<file path="src/rtl/adder_xbit_arbiter_if.sv">
// adder_xbit_arbiter_if: request/response bundle between the adder clients and the shared adder arbiter.
interface adder_xbit_arbiter_if #(
  parameter int unsigned DATA_WIDTH = 8,
  parameter int unsigned REQ_NUM    = 4,
  parameter int unsigned ID_WIDTH   = $clog2(REQ_NUM)
) ();
  logic [REQ_NUM-1:0]            i_req_vld;
  logic [REQ_NUM-1:0]            o_req_rdy;
  logic [REQ_NUM*DATA_WIDTH-1:0] i_req_num_a;
  logic [REQ_NUM*DATA_WIDTH-1:0] i_req_num_b;
  logic [REQ_NUM-1:0]            i_req_cry;
  logic                          o_rsp_vld;
  logic                          i_rsp_rdy;
  logic [DATA_WIDTH-1:0]         o_rsp_res;
  logic                          o_rsp_cry;
  logic [ID_WIDTH-1:0]           o_rsp_id;
  logic                          o_busy;

  // client side: drives requests, accepts responses
  modport master (
    output i_req_vld, i_req_num_a, i_req_num_b, i_req_cry, i_rsp_rdy,
    input  o_req_rdy, o_rsp_vld, o_rsp_res, o_rsp_cry, o_rsp_id, o_busy
  );

  // arbiter side
  modport slave (
    input  i_req_vld, i_req_num_a, i_req_num_b, i_req_cry, i_rsp_rdy,
    output o_req_rdy, o_rsp_vld, o_rsp_res, o_rsp_cry, o_rsp_id, o_busy
  );
endinterface

</file>
<file path="src/rtl/adder_xbit_arbiter.sv">
// adder_xbit_arbiter: round-robin arbiter sharing one carry-lookahead adder among REQ_NUM requesters.
// Build option: define ADDER_ARB_BYPASS_EN to drop the CALC state and feed the adder from the
// granted requester's live operands (latency T+1 instead of T+2, no operand registers).

module adder_xbit_ahead #(
  parameter int unsigned DATA_WIDTH = 8
) (
  input  logic [DATA_WIDTH-1:0] i_num_a,
  input  logic [DATA_WIDTH-1:0] i_num_b,
  input  logic                  i_cry,
  output logic [DATA_WIDTH-1:0] o_res,
  output logic                  o_cry
);
  logic [DATA_WIDTH-1:0] gen_c;
  logic [DATA_WIDTH-1:0] prp_c;
  logic [DATA_WIDTH:0]   cry_c;

  // generate/propagate terms and lookahead carries
  always_comb begin
    gen_c    = i_num_a & i_num_b;
    prp_c    = i_num_a ^ i_num_b;
    cry_c    = '0;
    cry_c[0] = i_cry;
    for (int unsigned i = 0; i < DATA_WIDTH; i++) begin
      cry_c[i+1] = gen_c[i] | (prp_c[i] & cry_c[i]);
    end
  end

  assign o_res = prp_c ^ cry_c[DATA_WIDTH-1:0];
  assign o_cry = cry_c[DATA_WIDTH];
endmodule

module adder_xbit_arbiter #(
  parameter int unsigned DATA_WIDTH = 8,
  parameter int unsigned REQ_NUM    = 4,
  parameter int unsigned ID_WIDTH   = $clog2(REQ_NUM)
) (
  input  logic                i_clk,
  input  logic                i_rst,
  adder_xbit_arbiter_if.slave bus
);
  // one extra bit so last+offset can exceed REQ_NUM before wrapping
  localparam int unsigned CW = ID_WIDTH + 1;

  typedef enum logic [1:0] {
    ST_IDLE = 2'd0,
`ifndef ADDER_ARB_BYPASS_EN
    ST_CALC = 2'd1,
`endif
    ST_RESP = 2'd2
  } state_t;

  state_t                state_q, state_d;
  logic [ID_WIDTH-1:0]   last_q, last_d;
  logic [ID_WIDTH-1:0]   id_q, id_d;
  logic [DATA_WIDTH-1:0] res_q, res_d;
  logic                  cry_q, cry_d;
`ifndef ADDER_ARB_BYPASS_EN
  logic [DATA_WIDTH-1:0] op_a_q, op_a_d;
  logic [DATA_WIDTH-1:0] op_b_q, op_b_d;
  logic                  op_cry_q, op_cry_d;
`endif

  logic                  grant_vld_c;
  logic [ID_WIDTH-1:0]   grant_id_c;
  logic                  xfer_c;
  logic [REQ_NUM-1:0]    req_rdy_c;
  logic [DATA_WIDTH-1:0] sel_a_c, sel_b_c;
  logic                  sel_cry_c;
  logic [DATA_WIDTH-1:0] add_a_c, add_b_c, sum_res_c;
  logic                  add_cry_c, sum_cry_c;

  // round-robin search: first valid requester after the last one granted
  always_comb begin
    logic [CW-1:0] cand;
    grant_vld_c = 1'b0;
    grant_id_c  = '0;
    cand        = '0;
    for (int unsigned k = 1; k <= REQ_NUM; k++) begin
      cand = {1'b0, last_q} + CW'(k);
      if (cand >= CW'(REQ_NUM)) begin
        cand = cand - CW'(REQ_NUM);
      end
      if (!grant_vld_c && bus.i_req_vld[cand[ID_WIDTH-1:0]]) begin
        grant_vld_c = 1'b1;
        grant_id_c  = cand[ID_WIDTH-1:0];
      end
    end
  end

  // one-hot accept (IDLE only) and operand slice of the granted requester
  always_comb begin
    req_rdy_c = '0;
    sel_a_c   = '0;
    sel_b_c   = '0;
    sel_cry_c = 1'b0;
    for (int unsigned k = 0; k < REQ_NUM; k++) begin
      if (grant_id_c == ID_WIDTH'(k)) begin
        sel_a_c      = bus.i_req_num_a[k*DATA_WIDTH +: DATA_WIDTH];
        sel_b_c      = bus.i_req_num_b[k*DATA_WIDTH +: DATA_WIDTH];
        sel_cry_c    = bus.i_req_cry[k];
        req_rdy_c[k] = grant_vld_c && (state_q == ST_IDLE);
      end
    end
  end

  assign xfer_c = grant_vld_c && (state_q == ST_IDLE);

  // adder operand source: live slice when bypassing, captured operands otherwise
  always_comb begin
`ifdef ADDER_ARB_BYPASS_EN
    add_a_c   = sel_a_c;
    add_b_c   = sel_b_c;
    add_cry_c = sel_cry_c;
`else
    add_a_c   = op_a_q;
    add_b_c   = op_b_q;
    add_cry_c = op_cry_q;
`endif
  end

  adder_xbit_ahead #(
    .DATA_WIDTH (DATA_WIDTH)
  ) u_adder (
    .i_num_a (add_a_c),
    .i_num_b (add_b_c),
    .i_cry   (add_cry_c),
    .o_res   (sum_res_c),
    .o_cry   (sum_cry_c)
  );

  // state and datapath registers; reset drops any in-flight operation
  always_ff @(posedge i_clk) begin
    if (i_rst) begin
      state_q  <= ST_IDLE;
      last_q   <= ID_WIDTH'(REQ_NUM - 1);
      id_q     <= '0;
      res_q    <= '0;
      cry_q    <= 1'b0;
`ifndef ADDER_ARB_BYPASS_EN
      op_a_q   <= '0;
      op_b_q   <= '0;
      op_cry_q <= 1'b0;
`endif
    end else begin
      state_q  <= state_d;
      last_q   <= last_d;
      id_q     <= id_d;
      res_q    <= res_d;
      cry_q    <= cry_d;
`ifndef ADDER_ARB_BYPASS_EN
      op_a_q   <= op_a_d;
      op_b_q   <= op_b_d;
      op_cry_q <= op_cry_d;
`endif
    end
  end

  // next-state and register updates
  always_comb begin
    state_d  = state_q;
    last_d   = last_q;
    id_d     = id_q;
    res_d    = res_q;
    cry_d    = cry_q;
`ifndef ADDER_ARB_BYPASS_EN
    op_a_d   = op_a_q;
    op_b_d   = op_b_q;
    op_cry_d = op_cry_q;
`endif
    case (state_q)
      ST_IDLE: begin
        if (xfer_c) begin
          last_d = grant_id_c;
          id_d   = grant_id_c;
`ifdef ADDER_ARB_BYPASS_EN
          res_d   = sum_res_c;
          cry_d   = sum_cry_c;
          state_d = ST_RESP;
`else
          op_a_d   = sel_a_c;
          op_b_d   = sel_b_c;
          op_cry_d = sel_cry_c;
          state_d  = ST_CALC;
`endif
        end
      end
`ifndef ADDER_ARB_BYPASS_EN
      ST_CALC: begin
        res_d   = sum_res_c;
        cry_d   = sum_cry_c;
        state_d = ST_RESP;
      end
`endif
      ST_RESP: begin
        if (bus.i_rsp_rdy) begin
          state_d = ST_IDLE;
        end
      end
      default: state_d = ST_IDLE;
    endcase
  end

  assign bus.o_req_rdy = req_rdy_c;
  assign bus.o_rsp_vld = (state_q == ST_RESP);
  assign bus.o_rsp_res = res_q;
  assign bus.o_rsp_cry = cry_q;
  assign bus.o_rsp_id  = id_q;
  assign bus.o_busy    = (state_q != ST_IDLE);
endmodule
</file>
<file path="src/flat_wrapper.sv">
// flat-port wrapper written by rule: the top's interface ports become plain ports
module adder_xbit_arbiter_flat 
#(
  parameter int unsigned DATA_WIDTH = 8,
  parameter int unsigned REQ_NUM    = 4,
  parameter int unsigned ID_WIDTH   = $clog2(REQ_NUM)
)
  (i_clk, i_rst, bus_i_req_vld, bus_i_req_num_a, bus_i_req_num_b, bus_i_req_cry, bus_i_rsp_rdy, bus_o_req_rdy, bus_o_rsp_vld, bus_o_rsp_res, bus_o_rsp_cry, bus_o_rsp_id, bus_o_busy);
  adder_xbit_arbiter_if #(.DATA_WIDTH(DATA_WIDTH), .REQ_NUM(REQ_NUM), .ID_WIDTH(ID_WIDTH)) bus_i ();
  input  logic i_clk;
  input  logic i_rst;
  input wire logic [$bits(bus_i.i_req_vld)-1:0] bus_i_req_vld;
  input wire logic [$bits(bus_i.i_req_num_a)-1:0] bus_i_req_num_a;
  input wire logic [$bits(bus_i.i_req_num_b)-1:0] bus_i_req_num_b;
  input wire logic [$bits(bus_i.i_req_cry)-1:0] bus_i_req_cry;
  input wire logic [$bits(bus_i.i_rsp_rdy)-1:0] bus_i_rsp_rdy;
  output wire logic [$bits(bus_i.o_req_rdy)-1:0] bus_o_req_rdy;
  output wire logic [$bits(bus_i.o_rsp_vld)-1:0] bus_o_rsp_vld;
  output wire logic [$bits(bus_i.o_rsp_res)-1:0] bus_o_rsp_res;
  output wire logic [$bits(bus_i.o_rsp_cry)-1:0] bus_o_rsp_cry;
  output wire logic [$bits(bus_i.o_rsp_id)-1:0] bus_o_rsp_id;
  output wire logic [$bits(bus_i.o_busy)-1:0] bus_o_busy;
  assign bus_i.i_req_vld = bus_i_req_vld;
  assign bus_i.i_req_num_a = bus_i_req_num_a;
  assign bus_i.i_req_num_b = bus_i_req_num_b;
  assign bus_i.i_req_cry = bus_i_req_cry;
  assign bus_i.i_rsp_rdy = bus_i_rsp_rdy;
  assign bus_o_req_rdy = bus_i.o_req_rdy;
  assign bus_o_rsp_vld = bus_i.o_rsp_vld;
  assign bus_o_rsp_res = bus_i.o_rsp_res;
  assign bus_o_rsp_cry = bus_i.o_rsp_cry;
  assign bus_o_rsp_id = bus_i.o_rsp_id;
  assign bus_o_busy = bus_i.o_busy;
  adder_xbit_arbiter #(.DATA_WIDTH(DATA_WIDTH), .REQ_NUM(REQ_NUM), .ID_WIDTH(ID_WIDTH)) u_core (.i_clk(i_clk), .i_rst(i_rst), .bus(bus_i));
endmodule
</file>
<file path="config.mk">
export PLATFORM = sky130hd
export DESIGN_NAME = adder_xbit_arbiter_flat
export DESIGN_NICKNAME = d
export VERILOG_FILES = /design/src/rtl/adder_xbit_arbiter_if.sv /design/src/rtl/adder_xbit_arbiter.sv /design/src/flat_wrapper.sv
export SDC_FILE = /design/constraint.sdc
export NUM_CORES = 1
export LEC_CHECK = 0
export ABC_AREA = 1
export CELL_PAD_IN_SITES_DETAIL_PLACEMENT = 1
export CELL_PAD_IN_SITES_GLOBAL_PLACEMENT = 1
export CORE_ASPECT_RATIO = 0.7
export CORE_MARGIN = 1.5
export CORE_UTILIZATION = 31
export CTS_BUF_LIST = sky130_fd_sc_hd__clkbuf_16
export DETAILED_ROUTE_END_ITERATION = 16
export PLACE_DENSITY_LB_ADDON = 0.1
export RECOVER_POWER = 25
export SETUP_SLACK_MARGIN = 0.02
export SYNTH_ARGS = -nofsm -noshare
export SYNTH_HDL_FRONTEND = slang
export SYNTH_SLANG_ARGS = --single-unit
</file>
<file path="constraint.sdc">
create_clock -name i_clk -period 8.45 [get_ports i_clk]
set_input_delay 1.69 -clock i_clk [delete_from_list [all_inputs] [get_ports i_clk]]
set_output_delay 1.69 -clock i_clk [all_outputs]
set_load 0.05 [all_outputs]
</file>
# Yosys cells after proc, flatten, opt, wreduce, memory -nomap -nowiden
# Index checks and enable logic that the tools add are counted.
totals:
  output_inout_bits: 17
  regBits: 32
  input_bits: 75
  word_cells: 101
op_classes:
  bitwise: 19
  n_addsub: 8
  magnitude_cmp: 8
  muxes: 39
  reduce_logical: 12
  n_eq_ne: 7
ops:
  columns: ["op", "n"]
  rows:
  - ["$mux 8", 8]
  - ["$mux 2", 10]
  - ["$mux 1", 16]
  - ["$xor 8x8->8", 2]
  - ["$ge 3x3->1 const B", 4]
  - ["$lt 2x3->1 const B", 4]
  - ["$and 1x1->1", 8]
  - ["$and 8x8->8", 1]
  - ["$bmux 1 s2", 4]
  - ["$or 1x1->1", 8]
  - ["$sub 2x1->2 const B", 4]
  - ["$add 2x2->3 const B", 2]
  - ["$eq 2x2->1 const B", 3]
  - ["$pmux 2 s3", 1]
  - ["$eq 2x1->1 const B", 2]
  - ["$logic_and 1x1->1", 4]
  - ["$logic_not 2->1", 2]
  - ["$reduce_and 2->1", 2]
  - ["$add 2x1->3 const B", 1]
  - ["$add 2x3->3 const B", 1]
  - ["$logic_not 1->1", 3]
  - ["$ne 2x1->1 const B", 1]
  - ["$ne 2x2->1 const B", 1]
  - ["$reduce_bool 2->1", 1]

# Logic depth before layout (Yosys ltp)
# Gate-level depths: netlist of the first run.
logic_depth:
  depth_word: 20
  depth_mapped: 16
  ltp_nobuf: 15

# Hierarchy
# Synthesis of the first run repeated with hierarchy kept, for this count alone.
unflattened:
  cells_unflattened: 352
  hier_area_um2: 2240.9
by_module_without_submodules:
  columns: ["module", "cells_each", "area_each_um2", "seq_area_each_um2", "n_inst"]
  rows:
  - ["adder_xbit_arbiter", 334, 2043.2, 640.6, 1]
  - ["adder_xbit_ahead", 18, 197.7, 0.0, 1]

# Worst setup path before layout of the first run
# OpenSTA, ideal clock, no wires.
synth_timing:
  path_kind: "input -> output"
  from: "input bus_i_req_vld[3]"
  to: "output bus_o_req_rdy[0]"
  arrival_time_ps: 3643
  path_slack_ps: 3117
  n_path_buf: 2
  required_time_ps: 6760
  path_stages: 11
  path_cell_list: "nand2_1 -> nand2_1 -> nand2_1 -> nand2_1 -> nor2_2 -> nand3_2 -> nand2_2 -> nand2_4 -> buf_6 -> buf_6 -> nor3_1"
synth_between:
  elab_chain_len: 14
  word_cells_on_any_way: 25
  classes_between: "mux: 17; reduce/logical: 8"
synth_lines:
  columns: ["element", "line_no", "rtl"]
  rows:
  - ["from (decl)", "flat_wrapper.sv:12", "input wire logic [$bits(bus_i.i_req_vld)-1:0] bus_i_req_vld;"]
  - ["$bmux 1 s2", "adder_xbit_arbiter.sv:84", "if (!grant_vld_c && bus.i_req_vld[cand[ID_WIDTH-1:0]]) begin"]
  - ["$mux 1 (implied by the code)", "adder_xbit_arbiter.sv:84", null]
  - ["$mux 1", "adder_xbit_arbiter.sv:84", null]
  - ["$logic_not 1->1", "adder_xbit_arbiter.sv:84", null]
  - ["$logic_and 1x1->1", "adder_xbit_arbiter.sv:84", null]
  - ["$mux 1", "adder_xbit_arbiter.sv:84", null]
  - ["$logic_not 1->1", "adder_xbit_arbiter.sv:84", null]
  - ["$logic_and 1x1->1", "adder_xbit_arbiter.sv:84", null]
  - ["$mux 1", "adder_xbit_arbiter.sv:84", null]
  - ["$logic_not 1->1", "adder_xbit_arbiter.sv:84", null]
  - ["$logic_and 1x1->1", "adder_xbit_arbiter.sv:84", null]
  - ["$mux 2 / $mux 1 (equally long branches)", "adder_xbit_arbiter.sv:84", null]
  - ["$logic_not 2->1 / $logic_and 1x1->1 (equally long branches)", "adder_xbit_arbiter.sv:98, adder_xbit_arbiter.sv:102", null]
  - ["$mux 1 (*)", "adder_xbit_arbiter.sv:98", "if (grant_id_c == ID_WIDTH'(k)) begin"]
  - ["to (decl)", "flat_wrapper.sv:17", "output wire logic [$bits(bus_i.o_req_rdy)-1:0] bus_o_req_rdy;"]
# Mark *: on every way between the ends. The rest lies on a longest branch, timed or not. The select of a mux whose other input is x is not followed.

# Worst setup path after layout of the first run
layout_timing:
  from: "input bus_i_req_vld[3]"
  to: "output bus_o_req_rdy[1]"
layout_between:
  elab_chain_len: 14
  word_cells_on_any_way: 25
  classes_between: "eq/ne: 1; mux: 17; reduce/logical: 7"
layout_lines:
  columns: ["element", "line_no"]
  rows:
  - ["$bmux 1 s2", "adder_xbit_arbiter.sv:84"]
  - ["$mux 1 (implied by the code)", "adder_xbit_arbiter.sv:84"]
  - ["$mux 1", "adder_xbit_arbiter.sv:84"]
  - ["$logic_not 1->1", "adder_xbit_arbiter.sv:84"]
  - ["$logic_and 1x1->1", "adder_xbit_arbiter.sv:84"]
  - ["$mux 1", "adder_xbit_arbiter.sv:84"]
  - ["$logic_not 1->1", "adder_xbit_arbiter.sv:84"]
  - ["$logic_and 1x1->1", "adder_xbit_arbiter.sv:84"]
  - ["$mux 1", "adder_xbit_arbiter.sv:84"]
  - ["$logic_not 1->1", "adder_xbit_arbiter.sv:84"]
  - ["$logic_and 1x1->1", "adder_xbit_arbiter.sv:84"]
  - ["$mux 2 / $mux 1 (equally long branches)", "adder_xbit_arbiter.sv:84"]
  - ["$eq 2x1->1 / $logic_and 1x1->1 (equally long branches)", "adder_xbit_arbiter.sv:98, adder_xbit_arbiter.sv:102"]
  - ["$mux 1 (*)", "adder_xbit_arbiter.sv:98"]
# Marks and branches as above.

==> metrics.yaml, run 1 <==
synthesis:
  syn-num-nets: 427
  synthTopCellsByArea: "dfxtp_1 (29%), nand2_1 (18%), nor2_1 (7.7%)"
  yosysTopAreaCellShare: 0.2909
  yosys.area_share.xor_xnor: 0
  yosysSeqAreaShare: 0.2909
  synth_simple_gate_area_frac: 0.4165
  synth_top_family_by_area: "simple AND/OR/NAND/NOR gates"
  synth_compound_area_frac: 0.1159
  yosysUniqueCellTypes: 23
  synth_fa_ha_area_frac: 0.07273
  avgSynthCellArea_sq_um: 6.401
  ys_seq_elements: 32
  yosysWarnings: 0
  syn_area_sq_um: 2202
  yosysTopAreaCell: "dfxtp_1"
  synth_mux_area_frac: 0
  syn_inst: 344
floorplanning:
  die_x_um: 103.7
  dieArea_sq_um: 7626
  initial_core_util: 0.3229
  core-area_sq_um: 6819
  num_io_pins: 92
  die_h_um: 73.52
  fp-row-count: 25
detailed_routing:
  num_vias: 2530
  wl_mm: 7.918
  drc: 0
  first_iter_violations: 82
  postRouteAntennaNets: 0
  drtPass1Iterations: 4
  vias_per_cell: 4.856
  routedWlPerCell_um: 15.20
layout:
  final_nets: 509
  final_common_cell: "nand2_1"
  layout_common_cells: "nand2_1 (106), clkdlybuf4s50_1 (80), nor2_1 (45)"
  n_antenna_cell: 0
  syn_to_final_growth_pct: 49.32
  final_core_util: 0.4822
  drive_gt1_frac: 0.07494
timing:
  finalSetupTns_ns: 0
  fin_crit_sh: 0.7811
  slew_violations: 0
  fmax_mhz: 151.5
  rsz0062_at_grt: "false"
  fin_ws_ns: 1.850
  tightest_slew_ns: 0.7803
  period_minus_slack_ns: 6.600
  hold_viol_final: 0
  slew_headroom: 0.4781
  finalSetupViolations: 0
  clock_skew_ns: 0.006039
placement:
  port_buffers: 91
  pre_cts_ws_ns: 2.145
  place_congestion: 0.8519
  dp_hpwl_mm: 6.195
global_route:
  gr-total-overflow: 0
  grt_use_total: 0.2196
  grt_antenna_before_repair: 0
  grt_first_pass_wirelength_mm: 13.02
  grt_max_degree: 37
  grt_pass1_vias: 2542
setup_path:
  cp-end-kind: "output port"
  critPathRequiredTime_ns: 6.76
  startpoint: "bus_i_req_vld[3]"
  path_class: "input pin to output port"
  crit_fanout: 28
  r2r_start: "u_core.add_cry_c"
  startpoint_type: "input pin"
  cp_data_arrival_time_ns: 4.91
power:
  p_per_area_nw_per_um2: 469.7
  power.leakage_nw: 1.496
  peakVddDrop_mv: 0.1990
  finalPower_mw: 1.544
status:
  outcome: "completed"
clocking:
  cts_hold_buf: 0
  cts_resized: 0
  cts_tree: "built"
  clockBufferDepth: 2
  clk_pin_slew_ns: 0.05
  numCtsBuffers: 5
  cts.sinks: 32
  htree_levels: 2
  cts_setup_buffers: 0
  worstSkewPairLatency_ns: 0.28
  clk_root_buffer_cell: "clkbuf_16"
hold_path:
  hold_class: "flip-flop to flip-flop"
  worstHoldStart: "u_core.add_b_c[7]"
run:
  drv_cap: 0
-- path summary, 6_finish.rpt --
check | endpoint | slack [ns] | cells after the start
max | bus_o_req_rdy[1] | 1.85 | 12
min | u_core.add_b_c[7] | 0.47 | 2
max reg2reg | u_core.bus.o_rsp_res[7] | 4.76 | 12
min reg2reg | u_core.add_b_c[7] | 0.47 | 2
-- area by class of cell --
type                    instances  area (sq um)
clock buffers                   5         125.1
clock inverters                 3         42.54
fillers                       896          3531
inverters                      33         123.9
multi-input cells             263          1328
flip-flops and latches         32         640.6
well taps                      94         117.6
repair buffers                 91         910.9
-- sequential cells by signal, summed over array words and instances, names as in the netlist --
name,cells
u_core.bus.o_rsp_cry,1
u_core.add_b_c,8
u_core.bus.o_rsp_res,8
u_core.bus.o_rsp_id,2
u_core.last_q,2
u_core.add_a_c,8
u_core.state_q,2
u_core.add_cry_c,1
-- logic make-up after synthesis --
group,count (synthesis)
fa+ha+maj,8
flops,32
compound gates,47
simple gates,208
buf+inv,49
-- metrics by stage --
step                hold slack [ns]  instance area (sq um)  instances
floorplan                    0.4445                   2202        344
global placement             0.4635                   3126        513
detailed placement           0.4593                   3126        513
CTS                          0.4677                   3293        521
global route                 0.4797                   3288        521
finish                       0.4658                   3288        521
-- power by group --
group	switching [mW]	internal (mW)	total (mW)
Combinational	0.764	0.321	1.09
Sequential	0.0399	0.210	0.250
Clock	0.0707	0.138	0.209
Total	0.875	0.670	1.54
-- cells in the mapped netlist, drive strengths merged --
| master | instances |
|---|---|
| a21oi | 20 |
| buf | 12 |
| clkbuf | 4 |
| dfxtp | 32 |
| fa | 8 |
| inv | 33 |
| nand2 | 116 |
| nand3 | 26 |
| nand3b | 3 |
| nand4 | 10 |
| nor2 | 51 |
| nor3 | 2 |
| o211ai | 2 |
| o21ai | 25 |
-- routing by layer --
layer	up-vias	global-route usage	share of wire
met2	77	0.3637	0.44
met4	0	0.05093	0.0095
met1	1188	0.2985	0.49
li1	1257	-	-
met5	-	0	0
met3	8	0.04437	0.055
-- worst max-delay path: stages --
cell	delay (ns)
clkdlybuf4s50_1	0.49
nand2_1	0.08
nand2_1	0.12
nand2_1	0.06
nand2_1	0.09
inv_1	0.06
nand3_2	0.11
nand3_1	0.48
inv_2	0.59
nand2_1	0.18
nor2_1	0.12
clkdlybuf4s50_1	0.82
(Power assumes the default switching activity.)
==> inputs of run 2 (changes only) <==
Settings changed: CORE_UTILIZATION 31 to 29.
Clock period 8.45 ns to 6.35 ns, I/O delays scaled along.
==> run 2 against run 1 <==
Compared with the run above:
- critical path depth is the same
- die area rose by 6.7%
- clock-buffer cell count unchanged
- clock skew hardly changed
==> metrics.yaml, run 2 (synthesis results as in run 1) <==
status:
  outcome: "completed"
setup_path:
  cp_data_arrival_time_ns: 4.15  # -0.76 ns
  path_class: "input pin to output port"
  startpoint_type: "input pin"
  cp-end-kind: "output port"
  crit_fanout: 17  # -39%
  critPathRequiredTime_ns: 5.08  # -1.68 ns
global_route:
  grt_first_pass_wirelength_mm: 12.75  # -2.1%
  grt_antenna_before_repair: 0  # unchanged
  grt_max_degree: 32  # -14%
  grt_pass1_vias: 2531  # -0.43%
  gr-total-overflow: 0  # unchanged
  grt_use_total: 0.1972  # -0.02240
placement:
  place_congestion: 0.9068  # +6.4%
  pre_cts_ws_ns: 1.204  # -0.9406 ns
  dp_hpwl_mm: 6.102  # -1.5%
  port_buffers: 91  # unchanged
detailed_routing:
  postRouteAntennaNets: 0  # unchanged
  drc: 0  # unchanged
  vias_per_cell: 4.755  # -2.1%
  drtPass1Iterations: 4  # unchanged
  num_vias: 2506  # -0.95%
  wl_mm: 7.726  # -2.4%
  first_iter_violations: 96  # +17%
  routedWlPerCell_um: 14.66  # -3.5%
timing:
  slew_headroom: 0.4816  # +0.003544
  fin_crit_sh: 0.8542
  fmax_mhz: 184.4
  hold_viol_final: 0  # unchanged
  clock_skew_ns: 0.006106  # +0.00006708 ns
  fin_ws_ns: 0.9258  # -0.9242 ns
  slew_violations: 0  # unchanged
  rsz0062_at_grt: "false"
  tightest_slew_ns: 0.7747  # -0.005603 ns
  hold_ws_ns: 0.4700  # +0.004214 ns
  finalSetupViolations: 0  # unchanged
  finalSetupTns_ns: 0  # unchanged
  period_minus_slack_ns: 5.424
layout:
  nFillCells: 964  # +7.6%
  layout_common_cells: "nand2_1 (106), clkdlybuf4s50_1 (80), nor2_1 (45)"
  final_common_cell: "nand2_1"
  final_core_util: 0.4513  # -0.03092
  syn_to_final_growth_pct: 50.00
  n_antenna_cell: 0  # unchanged
  final_nets: 511  # +0.39%
  drive_gt1_frac: 0.07459  # -0.0003494
power:
  power.leakage_nw: 1.505  # +0.61%
  pwr-share-seq: 0.161  # about the same
  clock_power_share: 0.130  # -0.005
  p_per_area_nw_per_um2: 623.9  # +33%
  p_sw_frac: 0.5616  # -0.004734
  p_switching_mw: 1.157  # +32%
  peakVddDrop_mv: 0.3246  # +63%
  finalPower_mw: 2.061  # +33%
  comb_power_share: 0.709  # +0.006
  p_int_uw: 903.4  # +35%
clocking:
  cts_resized: 0  # unchanged
  clk_root_buffer_cell: "clkbuf_16"
  htree_levels: 2  # unchanged
  cts_hold_buf: 0  # unchanged
  clk_pin_slew_ns: 0.05  # about the same
  worstSkewPairLatency_ns: 0.28  # about the same
  clockBufferDepth: 2  # unchanged
  numCtsBuffers: 5  # unchanged
  cts.sinks: 32  # unchanged
  cts_tree: "built"
  cts_setup_buffers: 0  # unchanged
floorplanning:
  num_io_pins: 92  # unchanged
  fp-row-count: 26  # +4.0%
  die_h_um: 75.91  # +3.3%
  initial_core_util: 0.3009  # -0.02208
  dieArea_sq_um: 8133  # +6.7%
  die_x_um: 107.2  # +3.3%
  core-area_sq_um: 7320  # +7.3%
run:
  drv_cap: 0  # unchanged
hold_path:
  hold_class: "flip-flop to flip-flop"
-- run 2: changes by cell type in the layout (fill, tap and decap cells not counted) --
| cell | before | now |
|---|---|---|
| clkinv_1 | 0 | 2 |
| clkinv_2 | 1 | 0 |
| buf_4 | 0 | 2 |
| clkinvlp_4 | 1 | 0 |
-- run 2: cell type report --
type                    instances  area, sq um  share of cell area
multi-input cells             263         1328              0.4019
clock buffers                   5        125.1             0.03788
flip-flops and latches         32        640.6              0.1939
inverters                      33        123.9             0.03750
clock inverters                 3        37.54             0.01136
well taps                      98        122.6             0.03712
repair buffers                 93        925.9              0.2803
-- run 2: worst paths after layout --
kind	slack [ns]	endpoint	depth (start not counted)	from
worst max-delay path	0.93	bus_o_req_rdy[1]	12	bus_i_req_vld[2]
worst max register to register	2.65	u_core.bus.o_rsp_res[7]	12	u_core.add_a_c[0]
worst min-delay path	0.47	u_core.add_a_c[0]	2	u_core.add_a_c[0]
worst min register to register	0.47	u_core.add_a_c[0]	2	u_core.add_a_c[0]
-- run 2: metrics by stage --
step / instance area, sq um / cells
6_report: 3303 / 527
5_1_grt: 3303 / 527
3_5_place_dp: 3146 / 519
2_1_floorplan: 2202 / 344
3_3_place_gp: 3146 / 519
4_1_cts: 3308 / 527
-- run 2: power by group through the flow --
stage / Clock [mW] / Combinational [mW] / Sequential (mW)
CTS: 0.272 / 1.49 / 0.334
global route: 0.284 / 1.64 / 0.344
detailed placement: 0 / 1.49 / 0.337
global placement: 0 / 1.47 / 0.336
finish: 0.269 / 1.46 / 0.332
floorplan: 0 / 1.03 / 0.424
-- run 2: critical path, stage by stage --
cell and delay [ns]:
clkdlybuf4s50_1 0.50, nand2_1 0.08, nand2_2 0.11, nand2_1 0.06, nand2_1 0.08, inv_1 0.07
nand3_2 0.10, nand3_1 0.50, inv_2 0.32, nand2_1 0.14, nor2_1 0.11, clkdlybuf4s50_1 0.80
-- run 2: metal layers --
layer | GRT usage | up-vias | part of all wire
met2 | 0.3038 | 77 | 0.43
met1 | 0.2812 | 1169 | 0.50
met4 | 0.02667 | 0 | 0.0056
met5 | 0 | - | 0
met3 | 0.05250 | 4 | 0.063
li1 | - | 1256 | -
==> inputs of run 3 (changes only) <==
Settings changed: ABC_CLOCK_PERIOD_IN_PS from default to 6350, MAX_ROUTING_LAYER from default to met4, RECOVER_POWER 25 to default.
==> run 3 against run 2 <==
Compared with the run above:
- first-iteration DRC count increased by 18%
- sequential power about the same
- critical path depth unchanged
- register-to-register slack about the same
- clock-buffer cell count unchanged
- design area increased by 0.15%
- setup slack improved by 0.28 ns
- routed wire length about the same
- non-clock buffer count unchanged
- sequential cell count unchanged
- combinational power about the same
- critical endpoint unchanged
==> metrics.yaml, run 3 (synthesis results as in run 1) <==
status:
  outcome: "completed"
global_route:
  grt_max_degree: 32  # unchanged
  top_usage_layer: "met2"
  grt_use_total: 0.2028  # +0.005650
  met1_usage: 0.2881  # +0.006871
  grt_pass1_vias: 2533  # +0.079%
  grt_first_pass_wirelength_mm: 12.74  # about the same
  grt_util_met2: 0.3038  # unchanged
  grtUsageMet3: 0.04131  # -0.01119
  grt_antenna_before_repair: 0  # unchanged
  gr-total-overflow: 0  # unchanged
timing:
  fmax_mhz: 194.2  # +5.4%
  slew_headroom: 0.4955  # +0.01391
  clock_skew_ns: 0.006033  # -0.00007319 ns
  finalSetupViolations: 0  # unchanged
  rsz0062_at_grt: "false"
  period_minus_slack_ns: 5.148  # -0.2758 ns
  hold_viol_final: 0  # unchanged
  finalSetupTns_ns: 0  # unchanged
  fin_crit_sh: 0.8108  # -0.04343
  slew_violations: 0  # unchanged
  tightest_slew_ns: 0.7539  # -0.02078 ns
power:
  p_sw_frac: 0.5591  # -0.002471
  pwr-share-seq: 0.161  # about the same
  p_per_area_nw_per_um2: 626.4  # +0.41%
  comb_power_share: 0.710  # about the same
  finalPower_mw: 2.072  # +0.56%
  peakVddDrop_mv: 0.3293  # +1.4%
  clock_power_share: 0.130  # about the same
  power.leakage_nw: 1.482  # -1.5%
  p_int_uw: 913.6  # +1.1%
  p_switching_mw: 1.159  # +0.12%
setup_path:
  cp_slowest_stage_delay_ns: 0.80  # about the same
  cp-end-kind: "output port"
  path_class: "input pin to output port"
  cp_data_arrival_time_ns: 3.88  # -0.27 ns
  r2r_start: "u_core.add_a_c[0]"
  cp.buffers_inverters: 4  # unchanged
  reg2reg_slack_ns: 2.65  # about the same
  cp_slowest_cell: "clkdlybuf4s50_1"
  critPathRequiredTime_ns: 5.08  # about the same
  r2r_cells: 12  # unchanged
  worstReg2RegEnd: "u_core.bus.o_rsp_res[7]"
  crit_fanout: 17  # unchanged
  startpoint_type: "input pin"
  path_cells: "clkdlybuf4s50_1, nand2_1, nand2_2, nand2_1, nand2_1, inv_1, nand3_2, nand3_2, inv_2, nand2_1, nor2_1, clkdlybuf4s50_1"
  path_delay_family: "buffers and inverters"
  crit_top_cell: "nand2_1"
detailed_routing:
  wl_mm: 7.729  # about the same
  first_iter_violations: 113  # +18%
  drtPass1Iterations: 4  # unchanged
  num_vias: 2521  # +0.60%
  postRouteAntennaNets: 0  # unchanged
  vias_per_cell: 4.784  # +0.60%
  routedWlPerCell_um: 14.67  # about the same
  drc: 0  # unchanged
floorplanning:
  die_h_um: 75.91  # unchanged
  num_io_pins: 92  # unchanged
  fp-row-count: 26  # unchanged
  core-area_sq_um: 7320  # unchanged
  dieArea_sq_um: 8133  # unchanged
  die_x_um: 107.2  # unchanged
  initial_core_util: 0.3009  # unchanged
layout:
  syn_to_final_growth_pct: 50.23
  n_antenna_cell: 0  # unchanged
  final_core_util: 0.4520  # +0.0006840
  nFillCells: 963  # -0.10%
  final_common_cell: "nand2_1"
  final_cells: 527  # unchanged
  layout_common_cells: "nand2_1 (106), clkdlybuf4s50_1 (91), nor2_1 (45)"
  drive_gt1_frac: 0.07692  # +0.002331
  final_nets: 511  # unchanged
  final_area_sq_um: 3308  # +0.15%
hold_path:
  min_delay_worst_endpoint: "u_core.add_a_c[0]"
  hold_depth: 2  # unchanged
  worstHoldStart: "u_core.add_a_c[0]"
  hold_class: "flip-flop to flip-flop"
clocking:
  cts_setup_buffers: 0  # unchanged
  cts_resized: 0  # unchanged
  clockBufferDepth: 2  # unchanged
  cts_tree: "built"
  clk_root_buffer_cell: "clkbuf_16"
  numCtsBuffers: 5  # unchanged
  worstSkewPairLatency_ns: 0.28  # about the same
  cts.sinks: 32  # unchanged
  clk_pin_slew_ns: 0.05  # about the same
  cts_hold_buf: 0  # unchanged
  htree_levels: 2  # unchanged
run:
  drv_cap: 0  # unchanged
placement:
  dpl_cell_area_sq_um: 3146  # unchanged
  dp_hpwl_mm: 6.102  # unchanged
  dp.cells: 519  # unchanged
  place_congestion: 0.9224  # +1.7%
  port_buffers: 91  # unchanged
-- run 3: worst min-delay path, cell delays in order, from the launching register on --
cell and delay, ns:
dfxtp_1 0.31, nand2_1 0.06, a21oi_1 0.05
-- run 3: worst max path at each step --
stage / start / to / slack (ns) / depth (start not counted)
after floorplan: bus_i_req_vld[3] / bus_o_req_rdy[0] / 1.86 / 11
after global placement: bus_i_req_vld[3] / bus_o_req_rdy[3] / 1.27 / 12
after detailed placement: bus_i_req_vld[2] / bus_o_req_rdy[1] / 1.20 / 12
after CTS: bus_i_req_vld[2] / bus_o_req_rdy[1] / 1.20 / 12
after global routing: bus_i_req_vld[3] / bus_o_req_rdy[1] / 0.93 / 12
final: bus_i_req_vld[2] / bus_o_req_rdy[1] / 1.20 / 12
-- run 3: power by group through the flow --
stage / Clock [mW] / Combinational, mW / Sequential [mW]
global route: 0.284 / 1.65 / 0.345
global placement: 0 / 1.47 / 0.336
floorplan: 0 / 1.03 / 0.424
finish: 0.269 / 1.47 / 0.333
detailed placement: 0 / 1.49 / 0.337
CTS: 0.272 / 1.49 / 0.334
-- run 3: cell type report --
cell class	instances	area [sq um]	share of cell area
clock inverter	3	37.54	0.01135
sequential	32	640.6	0.1936
inverter	33	123.9	0.03744
tap	98	122.6	0.03707
timing repair buffer	93	925.9	0.2799
multi-input combinational	263	1333	0.4028
clock buffer	5	125.1	0.03782
-- run 3: per-layer routing --
| layer | wire, um | share of wire | vias up |
|---|---|---|---|
| li1 | - | - | 1254 |
| met1 | 3965 | 0.51 | 1182 |
| met2 | 3320 | 0.43 | 81 |
| met3 | 399 | 0.052 | 4 |
| met4 | 44 | 0.0057 | 0 |
| met5 | 0 | 0 | - |
-- run 3: stage by stage --
stage / worst slack [ns] / hold slack (ns)
3_5_place_dp: 1.204 / 0.4603
2_1_floorplan: 1.857 / 0.4445
6_report: 1.202 / 0.4706
5_1_grt: 0.9320 / 0.4989
3_3_place_gp: 1.275 / 0.4629
4_1_cts: 1.200 / 0.4681
